`config.mk`:
```
export PLATFORM = sky130hd
export DESIGN_NAME = lfsr_sym_src_flat
export DESIGN_NICKNAME = d
export VERILOG_FILES = /design/src/rtl/lfsr_sym_src_if.sv /design/src/rtl/lfsr_sym_src.sv /design/src/flat_wrapper.sv
export SDC_FILE = /design/constraint.sdc
export NUM_CORES = 1
export LEC_CHECK = 0
export ABC_AREA = 1
export CORE_ASPECT_RATIO = 0.7
export CORE_MARGIN = 1.5
export CORE_UTILIZATION = 30
export DETAILED_ROUTE_END_ITERATION = 8
export PLACE_DENSITY = 0.61
export SLEW_MARGIN = 15
export SYNTH_ARGS = -nofsm -noshare
export SYNTH_HDL_FRONTEND = slang
export SYNTH_SLANG_ARGS = --single-unit
```
`constraint.sdc`:
```
create_clock -name clk -period 4.55 [get_ports clk]
set_clock_uncertainty 0.05 [all_clocks]
set_input_delay 0.6825 -clock clk [delete_from_list [all_inputs] [get_ports clk]]
set_output_delay 0.6825 -clock clk [all_outputs]
set_load 0.02 [all_outputs]
```
`src/rtl/lfsr_sym_src_if.sv`:
```
// Symbol stream from the LFSR source to its consumer.
// A symbol transfers on a clk edge where sym_valid=1 and sym_ready=1; while sym_valid=1 and
// sym_ready=0 the source holds sym_data stable, and sym_valid never drops without a transfer
// except on reseed or reset.
interface lfsr_sym_src_if #(
    parameter int SYM_BITS = 2
);
    logic                sym_valid;
    logic                sym_ready;
    logic [SYM_BITS-1:0] sym_data;

    modport master (output sym_valid, output sym_data, input sym_ready);
    modport slave  (input sym_valid, input sym_data, output sym_ready);
endinterface

```
`src/rtl/lfsr_sym_src.sv`:
```
// Galois LFSR symbol source with reseed, period counter and optional symbol-cycle flags.
// Define LFSR_CYCLE_FLAGS_EN to build the cycle index and the four cycle outputs.
module lfsr_sym_src #(
    parameter int          LFSR_LEN        = 22,
    parameter int          SYM_BITS        = 2,
    parameter logic [31:0] SEED            = 32'd1,
    parameter int          CYCLES_PER_FLAG = 4
) (
    input  logic                clk,
    input  logic                reset,
    input  logic                enable,
    input  logic                seed_load,
    input  logic [LFSR_LEN-1:0] seed_in,
    lfsr_sym_src_if.master      sym_if,
    output logic [LFSR_LEN-1:0] seq_out,
    output logic [LFSR_LEN-1:0] period_count,
    output logic                seed_err,
    output logic                cycle_pulse,
    output logic                cycle_pulse_ahead,
    output logic                cycle_pulse_behind,
    output logic                cycle_once
);

    // Primitive polynomial feedback masks (x^L term implied), indexed by register length.
    localparam logic [31:0] TAP_TABLE [5:32] = '{
        32'h0000_0005, 32'h0000_0021, 32'h0000_0041, 32'h0000_0071,
        32'h0000_0021, 32'h0000_0081, 32'h0000_0201, 32'h0000_0053,
        32'h0000_001B, 32'h0000_002B, 32'h0000_4001, 32'h0000_A011,
        32'h0000_4001, 32'h0000_0801, 32'h0000_0047, 32'h0002_0001,
        32'h0008_0001, 32'h0020_0001, 32'h0004_0001, 32'h00C2_0001,
        32'h0040_0001, 32'h0000_0047, 32'h0000_0027, 32'h0200_0001,
        32'h0800_0001, 32'h0000_0053, 32'h1000_0001, 32'h0040_0007
    };
    localparam logic [LFSR_LEN-1:0] TAPMASK = LFSR_LEN'(TAP_TABLE[LFSR_LEN]);
    localparam logic [LFSR_LEN-1:0] SEED_V  = LFSR_LEN'(SEED);

    logic [LFSR_LEN-1:0] state;
    logic [LFSR_LEN-1:0] active_seed;
    logic [LFSR_LEN-1:0] next_state;
    logic [LFSR_LEN-1:0] load_val;
    logic [LFSR_LEN-1:0] pc_next;
    logic                advance;
    logic                wrap;

    assign next_state = {state[LFSR_LEN-2:0], 1'b0} ^ (state[LFSR_LEN-1] ? TAPMASK : '0);
    assign advance    = enable && !seed_load && (!sym_if.sym_valid || sym_if.sym_ready);
    assign wrap       = (next_state == active_seed);
    assign load_val   = (seed_in == '0) ? SEED_V : seed_in;
    assign pc_next    = wrap ? LFSR_LEN'(1) : period_count + 1'b1;
    assign seq_out    = state;

    always_ff @(posedge clk or posedge reset) begin
        if (reset) begin
            state            <= SEED_V;
            active_seed      <= SEED_V;
            period_count     <= LFSR_LEN'(1);
            sym_if.sym_valid <= 1'b0;
            sym_if.sym_data  <= '0;
            seed_err         <= 1'b0;
        end else begin
            seed_err <= 1'b0;
            // Reseed wins over an advance; a symbol accepted on this edge was the last of the old run.
            if (seed_load) begin
                state            <= load_val;
                active_seed      <= load_val;
                period_count     <= LFSR_LEN'(1);
                sym_if.sym_valid <= 1'b0;
                seed_err         <= (seed_in == '0);
            end else if (advance) begin
                state            <= next_state;
                sym_if.sym_data  <= next_state[SYM_BITS-1:0];
                period_count     <= pc_next;
                sym_if.sym_valid <= 1'b1;
            end
        end
    end

`ifdef LFSR_CYCLE_FLAGS_EN
    localparam int IDX_W = (CYCLES_PER_FLAG > 1) ? $clog2(CYCLES_PER_FLAG) : 1;

    logic [IDX_W-1:0] cyc_idx;
    logic             behind_pend;
    logic             last_idx;

    assign last_idx = (cyc_idx == IDX_W'(CYCLES_PER_FLAG - 1));

    always_ff @(posedge clk or posedge reset) begin
        if (reset) begin
            cyc_idx            <= '0;
            behind_pend        <= 1'b0;
            cycle_pulse        <= 1'b0;
            cycle_pulse_ahead  <= 1'b0;
            cycle_pulse_behind <= 1'b0;
            cycle_once         <= 1'b0;
        end else begin
            cycle_pulse        <= 1'b0;
            cycle_pulse_ahead  <= 1'b0;
            cycle_pulse_behind <= 1'b0;
            if (seed_load) begin
                cyc_idx     <= '0;
                behind_pend <= 1'b0;
            end else if (advance) begin
                if (behind_pend) begin
                    cycle_pulse_behind <= 1'b1;
                    behind_pend        <= 1'b0;
                end
                if (wrap) begin
                    if (last_idx) begin
                        cyc_idx     <= '0;
                        cycle_pulse <= 1'b1;
                        cycle_once  <= 1'b1;
                        behind_pend <= 1'b1;
                    end else begin
                        cyc_idx <= cyc_idx + 1'b1;
                    end
                end
                if ((pc_next == '1) && last_idx) begin
                    cycle_pulse_ahead <= 1'b1;
                end
            end
        end
    end
`else
    assign cycle_pulse        = 1'b0;
    assign cycle_pulse_ahead  = 1'b0;
    assign cycle_pulse_behind = 1'b0;
    assign cycle_once         = 1'b0;
`endif

endmodule

```
`src/flat_wrapper.sv`:
```
// flat-port wrapper written by rule: the top's interface ports become plain ports
module lfsr_sym_src_flat 
#(
    parameter int          LFSR_LEN        = 22,
    parameter int          SYM_BITS        = 2,
    parameter logic [31:0] SEED            = 32'd1,
    parameter int          CYCLES_PER_FLAG = 4
)
  (clk, reset, enable, seed_load, seed_in, seq_out, period_count, seed_err, cycle_pulse, cycle_pulse_ahead, cycle_pulse_behind, cycle_once, sym_if_sym_valid, sym_if_sym_data, sym_if_sym_ready);
  lfsr_sym_src_if #(.SYM_BITS(SYM_BITS)) sym_if_i ();
  input  logic clk;
  input  logic reset;
  input  logic enable;
  input  logic seed_load;
  input  logic [LFSR_LEN-1:0] seed_in;
  output logic [LFSR_LEN-1:0] seq_out;
  output logic [LFSR_LEN-1:0] period_count;
  output logic seed_err;
  output logic cycle_pulse;
  output logic cycle_pulse_ahead;
  output logic cycle_pulse_behind;
  output logic cycle_once;
  output wire logic [$bits(sym_if_i.sym_valid)-1:0] sym_if_sym_valid;
  output wire logic [$bits(sym_if_i.sym_data)-1:0] sym_if_sym_data;
  input wire logic [$bits(sym_if_i.sym_ready)-1:0] sym_if_sym_ready;
  assign sym_if_sym_valid = sym_if_i.sym_valid;
  assign sym_if_sym_data = sym_if_i.sym_data;
  assign sym_if_i.sym_ready = sym_if_sym_ready;
  lfsr_sym_src #(.LFSR_LEN(LFSR_LEN), .SYM_BITS(SYM_BITS), .SEED(SEED), .CYCLES_PER_FLAG(CYCLES_PER_FLAG)) u_core (.clk(clk), .reset(reset), .enable(enable), .seed_load(seed_load), .seed_in(seed_in), .sym_if(sym_if_i), .seq_out(seq_out), .period_count(period_count), .seed_err(seed_err), .cycle_pulse(cycle_pulse), .cycle_pulse_ahead(cycle_pulse_ahead), .cycle_pulse_behind(cycle_pulse_behind), .cycle_once(cycle_once));
endmodule
```
==> impl_metrics.json <==
{
  "outcome": "finished, final reports clean",
  "dpl.hpwl_mm": 7.11,
  "timing_worst_setup_path_type": "in -> reg",
  "final_min_period_over_clock_period_pct": 54.6,
  "worstHoldPathType": "reg -> reg",
  "final_max_slew_viols": 0,
  "number_of_buffers_inserted_during_clock_tree_synthesis": 9,
  "cpPeakStageDelay_ps": 460,
  "drc_errors": 0,
  "setup_viol": 0,
  "crit_path_max_fanout": 43,
  "critPathMostFrequentCell": "sky130_fd_sc_hd__nand2_1",
  "total_power_uw": 1760,
  "first_global_vias": 3259,
  "yosysSeqAreaShare_pct": 46.5,
  "clk_slew_on_worst_s_h_paths_ps": 50,
  "grt_antenna_before_repair": 0,
  "postPlaceCellArea_sq_mm": 0.00466,
  "std_cell_rows": 34,
  "yosys_warnings": 0,
  "nets": 593,
  "drv_cap": 0,
  "critical_path_cell_list": "clkdlybuf4s50_1 > buf_4 > inv_2 > nand2_1 > buf_4 > inv_2 > nand2_1 > nand2_1",
  "die_y_microns": 96.9,
  "pin_count": 79,
  "route.detailed.wl_per_inst_microns": 13.3,
  "synth.avg_cell_area_sq_um": 7.70,
  "post_route_cells_drive_above_1_share_pct": 7.89,
  "postSynthCellCount": 491,
  "setup_tns_ps": 0,
  "startpoint_type": "input port",
  "detailedRoute.firstPassIterationCount": 4,
  "timing.rr.end": "u_core.period_count[11]$_DFFE_PP0P_",
  "post_cts_resized": 0,
  "postCtsSetupRepairBufs": 0,
  "global_route.overflow_total": 0,
  "cp-end-kind": "flip-flop",
  "cts_tree": "yes",
  "hold_slack_ps": 431,
  "timing.critical_path.required_ps": 4720,
  "synth_area_sq_mm": 0.00378,
  "port_buffers": 74,
  "grt_pass1_wl_mm": 16.4,
  "peakVddDrop_mv": 0.191,
  "timing_hold_violations_final": 0,
  "areaGrowthSynthToFinish_pct": 32.0,
  "arrival_ps": 2650,
  "clock_tree.buffer_depth": 2,
  "placeableCoreArea_sq_mm": 0.0123,
  "ff2ff_setup_slack_ps": 2550,
  "post-route-cell-area_sq_mm": 0.00499,
  "layout_min_cycle_time_ps": 2480,
  "drtAntennaViolNets": 0,
  "cpMaxStageDelayCell": "sky130_fd_sc_hd__clkdlybuf4s50_1",
  "power.density_cell_area_mw_per_mm2": 353,
  "die_width_microns": 137,
  "clock_tree.htree_level_count": 3,
  "cts_sinks": 70,
  "initial_utilization_pct": 30.6,
  "num_vias": 3354,
  "grt_util_all_layers_pct": 15.8,
  "cts_hold_buf": 0,
  "gp_congestion": 0.802,
  "path_buf_inv": 5,
  "power.leakage_uw": 0.00241,
  "setup_repair_after_global_routing_missed_its_margin": "no",
  "dieArea_sq_mm": 0.0133,
  "antenna_cells_inserted": 0,
  "cts.root.buffer_cell": "sky130_fd_sc_hd__clkbuf_16",
  "crit_path_start": "seed_load",
  "clk_latency_ps": 330,
  "timing.critical_path.max_delay_family": "buffers and inverters",
  "yosys_register_bits": 70,
  "worst-slew-pin-transition_ps": 847,
  "worstSetupPathDepth": 8,
  "slew-limit-headroom_pct": 43.5,
  "largest_net_degree_at_the_start_of_global_routing": 44,
  "worst-r2r-cell-count": 9,
  "capturing_element_of_the_worst_setup_path": "u_core.period_count[17]$_DFFE_PP0P_",
  "r2r_start": "u_core.seq_out[0]$_DFFE_PP1P_",
  "yosysUniqueCellTypes": 33,
  "detail_route.wirelength_mm": 9.77,
  "max_clock_freq_mhz": 403,
  "vias_per_cell": 4.58,
  "drt_iter0_markers": 230
}
[cell usage after synthesis, drive strengths merged]
cell / n / area share, %
nor3: 4 / 0.53
o221ai: 19 / 4.4
xor2: 5 / 1.2
conb: 1 / 0.099
nor2: 40 / 5.6
a21oi: 3 / 0.40
nand3b: 9 / 2.2
ha: 1 / 0.33
xnor2: 8 / 1.9
inv: 65 / 6.5
buf: 11 / 2.1
nand2: 189 / 19
nand3: 26 / 3.9
nand4: 5 / 0.83
clkbuf: 8 / 0.79
dfstp: 3 / 2.1
nor3b: 1 / 0.20
a31oi: 1 / 0.17
nor4: 2 / 0.33
o21ai: 21 / 2.8
o211ai: 2 / 0.40
dfrtp: 67 / 44
[cell usage in the layout (no fill, tap or decap), types with 7 or more instances in the layout]
master	netlist	routed
sky130_fd_sc_hd__nand2_1	188	188
sky130_fd_sc_hd__clkdlybuf4s50_1	0	74
sky130_fd_sc_hd__dfrtp_1	67	67
sky130_fd_sc_hd__inv_1	60	59
sky130_fd_sc_hd__nor2_1	29	29
sky130_fd_sc_hd__nand3_1	24	24
sky130_fd_sc_hd__o21ai_0	21	21
sky130_fd_sc_hd__o221ai_1	19	19
sky130_fd_sc_hd__clkbuf_16	0	9
sky130_fd_sc_hd__xnor2_1	8	8
sky130_fd_sc_hd__nand3b_1	7	7
[per-stage QoR]
stage | instances | setup WS (ps) | utilization, %
2_1_floorplan | 494 | 2050 | -
3_3_place_gp | 716 | 1800 | 37.8
3_5_place_dp | 716 | 1720 | 37.8
4_1_cts | 732 | 2070 | 40.4
5_1_grt | 732 | 1900 | 40.4
6_report | 732 | 2070 | 40.4
[flip-flops by register name, summed over array words and instances, names as in the netlist]
signal and flops:
u_core.period_count 22, u_core.sym_if.sym_valid 1, u_core.active_seed 22, u_core.seed_err 1, u_core.sym_if.sym_data 2, u_core.seq_out 22
[layout make-up]
| type | count | area (sq um) |
|---|---|---|
| clock inverters | 4 | 70.1 |
| well taps | 162 | 203 |
| multi-input cells | 340 | 1680 |
| clock buffers | 12 | 256 |
| fillers | 1244 | 7350 |
| repair buffers | 79 | 778 |
| inverters | 65 | 244 |
| flip-flops and latches | 70 | 1760 |
[cell families (layout without fill, tap and decap cells)]
kind of cell,Yosys count,in the layout,synth area share [%]
and+or+nand+nor,276,276,32.6
adders and majority gates,1,1,0.331
DFF,70,70,46.5
other,1,4,0.0992
xor gates and xnor gates,13,13,3.01
AOI/OAI and AO/OA,46,46,8.15
buffers and inverters,84,160,9.37
[worst reg2reg max path, cell delays in order, from the launching register on]
cell and delay (ps):
sky130_fd_sc_hd__dfstp_2 580, sky130_fd_sc_hd__inv_1 70, sky130_fd_sc_hd__nand2_1 50, sky130_fd_sc_hd__nand2_1 40, sky130_fd_sc_hd__nor2_1 90, sky130_fd_sc_hd__nand2_1 70, sky130_fd_sc_hd__nor2_2 150, sky130_fd_sc_hd__nand3_2 440
sky130_fd_sc_hd__nand3b_1 270, sky130_fd_sc_hd__nand2_1 80
[worst min path at each step]
| stage | start | end | cells after the start |
|---|---|---|---|
| after floorplan | u_core.active_seed[0]$_DFFE_PP1P_ | u_core.active_seed[0]$_DFFE_PP1P_ | 2 |
| after global placement | u_core.active_seed[0]$_DFFE_PP1P_ | u_core.active_seed[0]$_DFFE_PP1P_ | 2 |
| after detailed placement | u_core.active_seed[0]$_DFFE_PP1P_ | u_core.active_seed[0]$_DFFE_PP1P_ | 2 |
| after CTS | u_core.active_seed[0]$_DFFE_PP1P_ | u_core.active_seed[0]$_DFFE_PP1P_ | 2 |
| after global routing | u_core.active_seed[0]$_DFFE_PP1P_ | u_core.active_seed[0]$_DFFE_PP1P_ | 2 |
| final | u_core.active_seed[0]$_DFFE_PP1P_ | u_core.active_seed[0]$_DFFE_PP1P_ | 2 |
[layer usage]
layer  GRT usage (%)  routed length [microns]  up-vias
met5               0                        0        -
met4            3.81                       70        0
met3            4.72                      549        7
met2            23.5                     4360       79
met1            22.5                     4790     1567
li1                -                        -     1701
[power by group]
part / internal (uW) / switching, uW / leakage [uW]
clock: 508 / 256 / 0.000163
sequential: 671 / 39.5 / 0.000887
combinational: 118 / 167 / 0.00136
total: 1300 / 463 / 0.00241
(Power assumes the default switching activity.)
